## src/rtl/calc_seq_if.sv

```systemverilog
// Operand, button and result bundle between the calculator panel and calc_seq.
// The panel side drives operands/buttons; the core drives result and status.
interface calc_seq_if #(
  parameter int WIDTH = 7
);
  logic [WIDTH-1:0]   A;
  logic [WIDTH-1:0]   B;
  logic               b_lig;
  logic               b_soma;
  logic               b_sub;
  logic               b_multi;
  logic               b_div;
  logic [2*WIDTH-1:0] Y;
  logic               sinal;
  logic               EN;
  logic               busy;
  logic               done;
  logic               erro;

  modport master (
    output A, B, b_lig, b_soma, b_sub, b_multi, b_div,
    input  Y, sinal, EN, busy, done, erro
  );

  modport slave (
    input  A, B, b_lig, b_soma, b_sub, b_multi, b_div,
    output Y, sinal, EN, busy, done, erro
  );
endinterface

```

## src/rtl/calc_seq.sv

```systemverilog
// WIDTH-generic sequential calculator core: single-cycle add/sub, iterative
// shift-add multiply and restoring divide, with internal button edge detection.
module calc_seq #(
  parameter int WIDTH = 7
) (
  input logic       clk,
  input logic       rst,
  calc_seq_if.slave bus
);
  localparam int YW = 2 * WIDTH;
  localparam int CW = $clog2(WIDTH + 1);

  typedef enum logic [1:0] {S_OFF, S_IDLE, S_RUN, S_DONE} state_t;
  typedef enum logic [1:0] {OP_ADD, OP_SUB, OP_MUL, OP_DIV} op_t;

  function automatic logic [YW-1:0] add_res(input logic [WIDTH-1:0] a,
                                            input logic [WIDTH-1:0] b);
    return {{WIDTH{1'b0}}, a} + {{WIDTH{1'b0}}, b};
  endfunction

  // MSB of the return value is the sign, the rest is the magnitude.
  function automatic logic [WIDTH:0] sub_res(input logic [WIDTH-1:0] a,
                                             input logic [WIDTH-1:0] b);
    if (a >= b) return {1'b0, a - b};
    else        return {1'b1, b - a};
  endfunction

  state_t           state;
  op_t              op;
  logic [CW-1:0]    cnt;
  logic [4:0]       btn, prev, rise;
  logic             accept;

  logic [WIDTH-1:0] a_r, b_r;
  logic [YW-1:0]    prod, mcand, prod_nx;
  logic [WIDTH-1:0] mplier;
  logic [WIDTH-1:0] rem, quo, dvd, rem_nx, quo_nx;
  logic [WIDTH:0]   trial, diff, sub_v;
  logic             ge;

  logic [YW-1:0]    y_r;
  logic             sinal_r, en_r, busy_r, done_r, erro_r;

  assign btn    = {bus.b_div, bus.b_multi, bus.b_sub, bus.b_soma, bus.b_lig};
  assign rise   = btn & ~prev;
  // Power toggle wins over an op press arriving on the same edge.
  assign accept = (state == S_IDLE) && !rise[0] && (|rise[4:1]);

  assign bus.Y     = y_r;
  assign bus.sinal = sinal_r;
  assign bus.EN    = en_r;
  assign bus.busy  = busy_r;
  assign bus.done  = done_r;
  assign bus.erro  = erro_r;

  always_comb begin
    prod_nx = prod + (mplier[0] ? mcand : '0);
    trial   = {rem, dvd[WIDTH-1]};
    diff    = trial - {1'b0, b_r};
    ge      = (trial >= {1'b0, b_r});
    rem_nx  = ge ? diff[WIDTH-1:0] : trial[WIDTH-1:0];
    quo_nx  = {quo[WIDTH-2:0], ge};
    sub_v   = sub_res(a_r, b_r);
  end

  // Iteration datapath: loaded on accept, stepped once per RUN cycle.
  always_ff @(posedge clk) begin
    if (accept) begin
      a_r    <= bus.A;
      b_r    <= bus.B;
      prod   <= '0;
      mcand  <= {{WIDTH{1'b0}}, bus.A};
      mplier <= bus.B;
      rem    <= '0;
      quo    <= '0;
      dvd    <= bus.A;
    end else if (state == S_RUN) begin
      prod   <= prod_nx;
      mcand  <= mcand << 1;
      mplier <= mplier >> 1;
      rem    <= rem_nx;
      quo    <= quo_nx;
      dvd    <= dvd << 1;
    end
  end

  // Control FSM with registered outputs.
  always_ff @(posedge clk) begin
    if (rst) begin
      state   <= S_OFF;
      op      <= OP_ADD;
      cnt     <= '0;
      prev    <= '1;
      y_r     <= '0;
      sinal_r <= 1'b0;
      en_r    <= 1'b0;
      busy_r  <= 1'b0;
      done_r  <= 1'b0;
      erro_r  <= 1'b0;
    end else begin
      prev   <= btn;
      done_r <= 1'b0;
      case (state)
        S_OFF: begin
          if (rise[0]) begin
            state <= S_IDLE;
            en_r  <= 1'b1;
          end
        end
        default: begin
          if (rise[0]) begin
            state   <= S_OFF;
            en_r    <= 1'b0;
            y_r     <= '0;
            sinal_r <= 1'b0;
            erro_r  <= 1'b0;
            busy_r  <= 1'b0;
          end else begin
            case (state)
              S_IDLE: begin
                if (accept) begin
                  state  <= S_RUN;
                  busy_r <= 1'b1;
                  erro_r <= 1'b0;
                  if (rise[1]) begin
                    op  <= OP_ADD;
                    cnt <= CW'(1);
                  end else if (rise[2]) begin
                    op  <= OP_SUB;
                    cnt <= CW'(1);
                  end else if (rise[3]) begin
                    op  <= OP_MUL;
                    cnt <= CW'(WIDTH);
                  end else begin
                    op  <= OP_DIV;
                    cnt <= CW'(WIDTH);
                  end
                end
              end
              S_RUN: begin
                if (cnt == CW'(1)) begin
                  state  <= S_DONE;
                  busy_r <= 1'b0;
                  done_r <= 1'b1;
                  case (op)
                    OP_ADD: begin
                      y_r     <= add_res(a_r, b_r);
                      sinal_r <= 1'b0;
                    end
                    OP_SUB: begin
                      y_r     <= {{WIDTH{1'b0}}, sub_v[WIDTH-1:0]};
                      sinal_r <= sub_v[WIDTH];
                    end
                    OP_MUL: begin
                      y_r     <= prod_nx;
                      sinal_r <= 1'b0;
                    end
                    default: begin
                      sinal_r <= 1'b0;
                      if (b_r == '0) begin
                        y_r    <= '0;
                        erro_r <= 1'b1;
                      end else begin
                        y_r    <= {rem_nx, quo_nx};
                      end
                    end
                  endcase
                end else begin
                  cnt <= cnt - CW'(1);
                end
              end
              S_DONE: state <= S_IDLE;
              default: state <= S_OFF;
            endcase
          end
        end
      endcase
    end
  end
endmodule

```

## src/flat_wrapper.sv

```systemverilog
// flat-port wrapper written by rule: the top's interface ports become plain ports
module calc_seq_flat 
#(
  parameter int WIDTH = 7
)
  (clk, rst, bus_A, bus_B, bus_b_lig, bus_b_soma, bus_b_sub, bus_b_multi, bus_b_div, bus_Y, bus_sinal, bus_EN, bus_busy, bus_done, bus_erro);
  calc_seq_if #(.WIDTH(WIDTH)) bus_i ();
  input logic clk;
  input logic rst;
  input wire logic [$bits(bus_i.A)-1:0] bus_A;
  input wire logic [$bits(bus_i.B)-1:0] bus_B;
  input wire logic [$bits(bus_i.b_lig)-1:0] bus_b_lig;
  input wire logic [$bits(bus_i.b_soma)-1:0] bus_b_soma;
  input wire logic [$bits(bus_i.b_sub)-1:0] bus_b_sub;
  input wire logic [$bits(bus_i.b_multi)-1:0] bus_b_multi;
  input wire logic [$bits(bus_i.b_div)-1:0] bus_b_div;
  output wire logic [$bits(bus_i.Y)-1:0] bus_Y;
  output wire logic [$bits(bus_i.sinal)-1:0] bus_sinal;
  output wire logic [$bits(bus_i.EN)-1:0] bus_EN;
  output wire logic [$bits(bus_i.busy)-1:0] bus_busy;
  output wire logic [$bits(bus_i.done)-1:0] bus_done;
  output wire logic [$bits(bus_i.erro)-1:0] bus_erro;
  assign bus_i.A = bus_A;
  assign bus_i.B = bus_B;
  assign bus_i.b_lig = bus_b_lig;
  assign bus_i.b_soma = bus_b_soma;
  assign bus_i.b_sub = bus_b_sub;
  assign bus_i.b_multi = bus_b_multi;
  assign bus_i.b_div = bus_b_div;
  assign bus_Y = bus_i.Y;
  assign bus_sinal = bus_i.sinal;
  assign bus_EN = bus_i.EN;
  assign bus_busy = bus_i.busy;
  assign bus_done = bus_i.done;
  assign bus_erro = bus_i.erro;
  calc_seq #(.WIDTH(WIDTH)) u_core (.clk(clk), .rst(rst), .bus(bus_i));
endmodule
```

## config.mk

```make
export PLATFORM = sky130hd
export DESIGN_NAME = calc_seq_flat
export DESIGN_NICKNAME = d
export VERILOG_FILES = /design/src/rtl/calc_seq_if.sv /design/src/rtl/calc_seq.sv /design/src/flat_wrapper.sv
export SDC_FILE = /design/constraint.sdc
export NUM_CORES = 1
export LEC_CHECK = 0
export BUFFER_PORTS_ARGS = -buffer_cell sky130_fd_sc_hd__buf_2
export CORE_AREA = 2 2 113 115
export DETAILED_ROUTE_END_ITERATION = 10
export DIE_AREA = 0 0 115 117
export PLACE_DENSITY = 0.74
export SLEW_MARGIN = 20
export SYNTH_ARGS = -nofsm -noshare
export SYNTH_HDL_FRONTEND = slang
export SYNTH_SLANG_ARGS = --single-unit
```

## constraint.sdc

```tcl
create_clock -name clk -period 3.2 [get_ports clk]
set_clock_uncertainty 0.1 [all_clocks]
set_input_delay 0.64 -clock clk [delete_from_list [all_inputs] [get_ports clk]]
set_output_delay 0.64 -clock clk [all_outputs]
set_load 0.03 [all_outputs]
```

**Word-level counts from Yosys, hierarchy flattened**

Index checks and enable logic that the tools add are counted.

- Register bits: 100
- Input bits: 21
- Output and inout bits: 19
- Logic and storage cells: 111

- $add $sub $neg: 6
- $lt $le $gt $ge: 2
- Eq/ne operators: 13
- Multiplexer cells: 46
- Bitwise gates (word level): 5
- Reductions and logical operators: 20

Operators with widths:

| cell | number |
|---|---|
| $mux 14 | 5 |
| $mux 7 | 7 |
| $pmux 14 s3 | 1 |
| $sub 7x7->7 | 3 |
| $mux 1 | 17 |
| $add 14x14->14 | 1 |
| $mux 2 | 7 |
| $mux 3 | 4 |
| $ne 3x2->1 const B | 3 |
| $add 7x7->8 | 1 |
| $ge 8x7->1 | 1 |
| $mux 8 | 1 |
| $reduce_and 4->1 | 2 |
| $reduce_bool 2->1 | 4 |
| $reduce_or 4->1 | 2 |
| $ge 7x7->1 | 1 |
| $logic_not 7->1 | 1 |
| $eq 2x2->1 const B | 3 |
| $pmux 2 s3 | 1 |
| $pmux 3 s2 | 1 |
| $reduce_and 3->1 | 2 |
| $reduce_and 6->1 | 1 |
| $and 5x5->5 | 1 |
| $not 5->5 | 1 |
| 14 further kinds | 21 |

**Depth between registers and ports, before layout**

Gate-level depths: netlist of the first run.

- Depth in word-level cells: 9
- Depth in mapped cells: 10
- Depth with buffers taken out: 10

**Least setup slack after synthesis of the first run**

Ideal clock, no wire load.

- Kind: register to register
- From: register u_core.mplier[0]
- To: register u_core.y_r[12], in the netlist u_core.bus.Y[12]
- Setup time: 0.122 ns
- Data arrival time: 2.606 ns
- Data required time: 2.978 ns
- Setup slack: 0.371 ns
- Cell stages (with the launch flop): 11
- Buffers on the path: 1
- Period minus slack after synthesis: 2.829 ns
- Path through: edfxtp_1 -> clkbuf_1 -> and2_1 -> ha_1 -> fa_1 -> a211oi_1 -> nor3_1 -> o221a_2 -> a221oi_2 -> xor2_1 -> o21ai_1

- Longest elaborated chain between the ends: 6

RTL lines:

| what | line | source |
|---|---|---|
| start: declaration | calc_seq.sv:36 | `logic [WIDTH-1:0] mplier;` |
| start signal: assignment | calc_seq.sv:73 | `mplier <= bus.B;` |
| start signal: assignment | calc_seq.sv:80 | `mplier <= mplier >> 1;` |
| $mux 14 | calc_seq.sv:57 | `prod_nx = prod + (mplier[0] ? mcand : '0);` |
| $add 14x14->14 | calc_seq.sv:57 |  |
| $pmux 14 s3 | calc_seq.sv:145 | `case (op)` |
| $mux 14 | calc_seq.sv:141 | `if (cnt == CW'(1)) begin` |
| $mux 14 | calc_seq.sv:119 | `case (state)` |
| $mux 14 | calc_seq.sv:111 | `if (rise[0]) begin` |
| end signal: assignment | calc_seq.sv:147 | `y_r <= add_res(a_r, b_r);` |
| end signal: assignment | calc_seq.sv:151 | `y_r <= {{WIDTH{1'b0}}, sub_v[WIDTH-1:0]};` |
| end signal: assignment | calc_seq.sv:155 | `y_r <= prod_nx;` |
| end: declaration | calc_seq.sv:41 | `logic [YW-1:0] y_r;` |

No other way between the ends. The select of a mux whose other input is x is not followed.
A chain may end at the register's enable or synchronous reset.

**Worst setup path after layout of the first run**

- From: register u_core.b_r[0]
- To: register u_core.y_r[8], in the netlist u_core.bus.Y[8]

- Longest elaborated chain between the ends: 7
- Elaborated cells between the ends (all ways): 9
- Those cells by class: 1 x add/sub; 1 x order compare; 6 x mux; 1 x reduce/logical

RTL lines:

| what | line | source |
|---|---|---|
| start: declaration | calc_seq.sv:34 | `logic [WIDTH-1:0] a_r, b_r;` |
| start signal: assignment | calc_seq.sv:70 | `b_r <= bus.B;` |
| $sub 7x7->7 / $ge 8x7->1 (equally long branches) | calc_seq.sv:59, calc_seq.sv:60 |  |
| $mux 7 | calc_seq.sv:61 | `rem_nx = ge ? diff[WIDTH-1:0] : trial[WIDTH-1:0];` |
| $mux 14 * | calc_seq.sv:160 | `if (b_r == '0) begin` |
| $pmux 14 s3 * | calc_seq.sv:145 |  |
| $mux 14 * | calc_seq.sv:141 |  |
| $mux 14 * | calc_seq.sv:119 |  |
| $mux 14 * | calc_seq.sv:111 |  |

Every way passes the cells marked *; elsewhere a longest branch is shown, timed or not. The select of a mux whose other input is x is not followed.

==> results of run 1 <==
==> state kept, by name, summed over array words and instances, names as in the netlist, 2 cells and up <==
name / count
u_core.mcand: 12
u_core.state: 2
u_core.quo: 6
u_core.prod: 14
u_core.rem: 7
u_core.cnt: 3
u_core.a_r: 7
u_core.prev: 5
u_core.b_r: 7
u_core.mplier: 7
u_core.op: 2
u_core.dvd: 2
u_core.bus.Y: 14
==> stage by stage <==
| stage | total power, mW | instance area [sq um] | utilization, % | setup WS, ps | hold WS [ps] |
|---|---|---|---|---|---|
| after floorplan | 1.98 | 6030 | - | 371 | 355 |
| after global placement | 2.16 | 6380 | 51.8 | 353 | 340 |
| after detailed placement | 2.18 | 6380 | 51.8 | 246 | 350 |
| after CTS | 3.36 | 6710 | 54.5 | 247 | 360 |
| after global routing | 3.50 | 6710 | 54.5 | 52.5 | 364 |
| final | 3.36 | 6710 | 54.5 | 227 | 355 |
==> layout make-up <==
class / count / area (sq um)
Clock buffer: 9 / 225
Sequential cell: 93 / 2140
Inverter: 35 / 131
Tap cell: 150 / 188
Timing Repair Buffer: 53 / 300
Fill cell: 1129 / 5610
Clock inverter: 7 / 97.6
Multi-Input combinational cell: 524 / 3620
==> Yosys cell counts, types with 4 or more instances <==
cell type / n / area, sq um
a21oi_1: 32 / 160
and2_1: 22 / 138
or2_2: 7 / 43.8
fa_1: 5 / 100
or4_1: 6 / 45.0
inv_1: 34 / 128
buf_2: 5 / 25.0
nand3b_1: 5 / 37.5
o21bai_1: 6 / 45.0
o211ai_1: 7 / 52.6
dfxtp_1: 65 / 1300
clkbuf_1: 23 / 86.3
xnor2_1: 7 / 61.3
nor2_1: 67 / 251
a21o_1: 15 / 113
nor3_1: 13 / 65.1
nand4_1: 9 / 56.3
nor4_1: 4 / 25.0
o21a_1: 4 / 30.0
o21ai_0: 27 / 135
a31oi_1: 6 / 37.5
o21ai_1: 7 / 35.0
edfxtp_1: 28 / 841
mux2i_1: 34 / 340
ha_1: 46 / 576
a211oi_1: 10 / 75.1
nand2b_1: 10 / 62.6
nand2_1: 75 / 282
xor2_1: 6 / 52.6
nor2b_1: 12 / 75.1
nand3_1: 12 / 60.1
a22oi_1: 7 / 52.6
==> critical path, stage by stage (launching register included) <==
cell and delay [ps]:
edfxtp_1 490, ha_1 240, inv_1 70, fa_1 490, a211oi_4 290, o21ai_2 120, a21oi_4 290, mux2i_1 290
and4b_1 220, a221o_1 260
==> metal layers <==
layer	GRT usage, %	vias up	share of wire [%]
met3	3.24	36	4.5
met2	37.9	146	46
met1	31.6	2375	46
met4	12.2	0	3.5
met5	0	-	0
li1	-	2523	-
==> path summary, 6_finish.rpt <==
path / end / from / cells after the start
setup / recovery: u_core.bus.Y[8]$_SDFFE_PP0P_ / u_core.b_r[0]$_DFFE_PN_ / 9
hold reg to reg: u_core.bus.EN$_SDFFE_PP0P_ / u_core.bus.EN$_SDFFE_PP0P_ / 2
hold / removal: u_core.bus.EN$_SDFFE_PP0P_ / u_core.bus.EN$_SDFFE_PP0P_ / 2
setup reg to reg: u_core.bus.Y[8]$_SDFFE_PP0P_ / u_core.b_r[0]$_DFFE_PN_ / 9
==> kinds of logic (layout without fill, tap and decap cells) <==
logic type | count (synthesis) | after routing
mux | 37 | 37
compound gates | 164 | 164
xor+xnor | 14 | 14
buf+inv | 68 | 104
simple gates | 258 | 258
flops | 93 | 93
fa+ha+maj | 51 | 51
==> power by group <==
| part | internal [mW] | switching (mW) | total, mW |
|---|---|---|---|
| registers | 1.32 | 0.0766 | 1.39 |
| clock network | 0.687 | 0.504 | 1.19 |
| logic | 0.310 | 0.468 | 0.778 |
| total | 2.31 | 1.05 | 3.36 |
==> placed cells by master, fill, tap and decap left out, types with 9 or more instances in the layout <==
| master | synthesis | final |
|---|---|---|
| buf_4 | 1 | 14 |
| mux2i_1 | 34 | 34 |
| buf_2 | 5 | 39 |
| nor2_1 | 67 | 67 |
| edfxtp_1 | 28 | 28 |
| nand2_1 | 75 | 75 |
| nor3_1 | 13 | 13 |
| inv_1 | 34 | 33 |
| nand2b_1 | 10 | 10 |
| nand4_1 | 9 | 9 |
| a21o_1 | 15 | 15 |
| nor2b_1 | 12 | 12 |
| ha_1 | 46 | 45 |
| and2_1 | 22 | 22 |
| o21ai_0 | 27 | 27 |
| dfxtp_1 | 65 | 65 |
| a21oi_1 | 32 | 32 |
| a211oi_1 | 10 | 10 |
| nand3_1 | 12 | 12 |
| clkbuf_16 | 0 | 9 |
==> qor.txt, run 1 <==
run status - completed
vias in the first global route - 4825
final layout net count - 788
fin crit share - 92.9%
Die Width - 115 microns
DIE HEIGHT - 117 microns
total core area - 12300 sq um
final setup violation count - 0
top_reg_cell synth - dfxtp_1
syn_area_per_cell - 8.81 sq um
relative slew slack - 55.2%
post-CTS setup buffers - 0
Post-DRT Antenna Nets - 0
CP Class - flop to flop
worst-skew pair later-pin latency - 360 ps
Post-Syn Nets - 757
R2R Setup Slk - 230 ps
CTS tree - built
Synth cell types - 80
initial DRC count - 366
minimum clock period - 2970 ps
cell count after synthesis - 685
Non-Filler Instances - 871
f_max - 0.336 GHz
WP data required - 3350 ps
RD Place Congestion - 0.916
critical path capture point type - flop
RSZ-0062 raised after global routing - no
Fin. Hold Viols - 0
combinational family with the most area after synthesis - simple AND/OR/NAND/NOR gates
VDD IR max - 0.233 mV
Post-Synth XOR/XNOR Area - 2.26%
YS warnings - 0
Post-Synth Adder-Cell Area - 11.2%
ys async rst share - 0%
Seq cells post-synth - 93
H-tree levels - 3
Inserted Diodes - 0
initial antenna violation count - 0
EDFF count, synth - 28
synthesis-to-finish area growth - 11.1%
Tot GR Track Use - 23.7%
cell area after synthesis - 6030 sq um
Post-DP HPWL - 11900 microns
post-synthesis compound-gate area fraction - 19.3%
Post-Place Cells - 855
CTS Buffer Depth - 2
layout cells sized above 1 - 12.8%
global-route wire length before repair - 24600 microns
I/O pin total - 40
Max-Cap Viols - 0
die area - 13500 sq um
vias - 5080
Pre-antenna DRT Iters - 4
largest net degree at the start of global routing - 36
clk sink count - 93
total global routing overflow - 0
max-slew violation count - 0
leakage - 2.89 nW
CTS buffer count - 9
Post-CTS Hold Fix Bufs - 0
post-CTS sizing - 0
Site Rows - 41
sequential area share after synthesis - 35.5%
DRC Markers - 0
CTS clk-pin slew, worst paths - 70 ps
PwrDens - 501 nW/um^2
initial cell density of the core - 49.0%
# port buffers - 39
Hold Crit Class - flop to flop
Via density - 5.83
Worst Tran Pin Value - 670 ps
Synth Area in Simple Gates - 21.0%
Root Buffer - clkbuf_16
total negative setup slack - 0 ps
critical path peak fanout - 8
drt wl/cell - 17.9 microns
worst path arrival time - 3120 ps
post-synthesis mux area share - 6.20%
Routed WL - 15600 microns
Worst Setup Start Kind - flop
Note: power is estimated with default switching activity, not from simulation.
==> run 2: changes to the inputs <==
clock period = 3.1 ns   (was 3.2 ns; I/O delays follow)
==> qor.txt, run 2 (synthesis results as in run 1) <==
run status - completed
layout cells sized above 1 - 14.1%
Via density - 5.88
initial cell density of the core - 49.0%
max-slew violation count - 0
reg2reg start - u_core.dvd[6]$_DFFE_PP_
total core area - 12300 sq um
CTS Buffer Depth - 2
H-tree levels - 3
RSZ-0062 raised after global routing - no
synthesis-to-finish area growth - 11.8%
worst-skew pair later-pin latency - 360 ps
global-route wire length before repair - 24700 microns
Placed Area - 6420 sq um
Post-CTS Hold Fix Bufs - 0
Worst Tran Pin Value - 586 ps
clk sink count - 93
DRC Markers - 0
Site Rows - 41
R2R Path End - u_core.bus.Y[9]$_SDFFE_PP0P_
Fill cells - 1134
Hold Crit Class - input port to flop
Fin. Hold Viols - 0
# port buffers - 39
critical path peak fanout - 7
total global routing overflow - 0
setup ws final - 179 ps
relative slew slack - 60.6%
slowest CP cell - fa_2
final setup violation count - 0
leakage - 2.92 nW
hold-critical path depth - 1
Post-DRT Antenna Nets - 0
worst hold start - bus_B[6]
most common cell after layout, fill and taps aside - nand2_1
f_max - 0.342 GHz
largest net degree at the start of global routing - 36
initial DRC count - 290
Routed WL - 15600 microns
critical path capture point type - flop
Root Buffer - clkbuf_16
final layout net count - 799
drt wl/cell - 17.7 microns
die area - 13500 sq um
Die Width - 115 microns
CP peak stage delay - 430 ps
fin crit share - 94.2%
VDD IR max - 0.236 mV
Pre-antenna DRT Iters - 5
setup slack at placement - 70.9 ps
vias - 5187
RD Place Congestion - 0.945
Max-Cap Viols - 0
most frequent cells in the layout - nand2_1, nor2_1, dfxtp_1
Finished Cell Area - 6740 sq um
Inserted Diodes - 0
I/O pin total - 40
DIE HEIGHT - 117 microns
R2R Setup Slk - 180 ps
Hold EP - u_core.b_r[6]$_DFFE_PN_
Reg2Reg Depth - 10
Cell Chain, Critical Path - inv_1 > ha_1 > inv_1 > fa_2 > a211oi_4 > o21ai_2 > a21oi_4 > buf_4 > mux2_2 > a221o_1
initial antenna violation count - 0
CTS tree - built
CTS clk-pin slew, worst paths - 70 ps
Non-Filler Instances - 882
CTS buffer count - 9
worst path arrival time - 3060 ps
total negative setup slack - 0 ps
Post-Place Cells - 860
Tot GR Track Use - 23.8%
Core Util, Final - 54.8%
CP Class - flop to flop
minimum clock period - 2920 ps
most frequent CP cell - inv_1
PwrDens - 496 nW/um^2
Post-DP HPWL - 11900 microns
Worst Setup Start Kind - flop
WP data required - 3240 ps
vias in the first global route - 4950
==> run 2: timing repair <==
| item | CTS | global route |
|---|---|---|
| endpoints found under the hold margin | 0 | 0 |
| endpoints found under the setup margin | 0 | 3 |
| gates resized for setup | 0 | 1 |
| setup buffers | 0 | 6 |
==> run 2: routing by layer <==
| metal | up-vias | global-route usage [%] | wire length, microns |
|---|---|---|---|
| li1 | 2549 | - | - |
| met1 | 2463 | 31.4 | 7060 |
| met2 | 149 | 38.4 | 7370 |
| met3 | 26 | 4.53 | 740 |
| met4 | 0 | 10.1 | 465 |
| met5 | - | 0 | 0 |
==> run 2: worst max-delay path: cells and delay by family (launching register included) <==
| kind | cells | cell delay, ps |
|---|---|---|
| buffers and inverters | 3 | 350 |
| muxes | 1 | 350 |
| adders and majority gates | 2 | 610 |
| DFF | 1 | 420 |
| AOI/OAI and AO/OA | 4 | 980 |
==> run 2: worst max-delay path by stage <==
stage,start,end,cells after the start
global placement,u_core.dvd[6]$_DFFE_PP_,u_core.bus.Y[8]$_SDFFE_PP0P_,10
global route,u_core.mplier[0]$_DFFE_PP_,u_core.bus.Y[12]$_SDFFE_PP0P_,9
detailed placement,u_core.dvd[6]$_DFFE_PP_,u_core.bus.Y[8]$_SDFFE_PP0P_,10
finish,u_core.dvd[6]$_DFFE_PP_,u_core.bus.Y[9]$_SDFFE_PP0P_,10
CTS,u_core.dvd[6]$_DFFE_PP_,u_core.bus.Y[8]$_SDFFE_PP0P_,10
floorplan,u_core.mplier[0]$_DFFE_PP_,u_core.bus.Y[12]$_SDFFE_PP0P_,10
==> run 2: where the power goes <==
part	internal (mW)	switching [mW]	total [mW]
Clock	0.548	0.508	1.06
Combinational	0.360	0.495	0.854
Sequential	1.36	0.0793	1.44
==> run 2: final cells by class <==
type                       count  area, sq um  share of cell area [%]
sequential                    93         2140                    31.8
multi-input combinational    524         3620                    53.7
inverter                      35          131                    1.95
timing repair buffer          64          383                    5.68
clock buffer                  10          229                    3.40
clock inverter                 6         47.5                   0.705
tap                          150          188                    2.78
==> run 2: metrics by stage <==
step / power (mW) / hold WS, ps
after floorplan: 2.04 / 355
after global placement: 2.24 / 339
after detailed placement: 2.26 / 351
after CTS: 3.31 / 339
after global routing: 3.52 / 338
final: 3.35 / 349
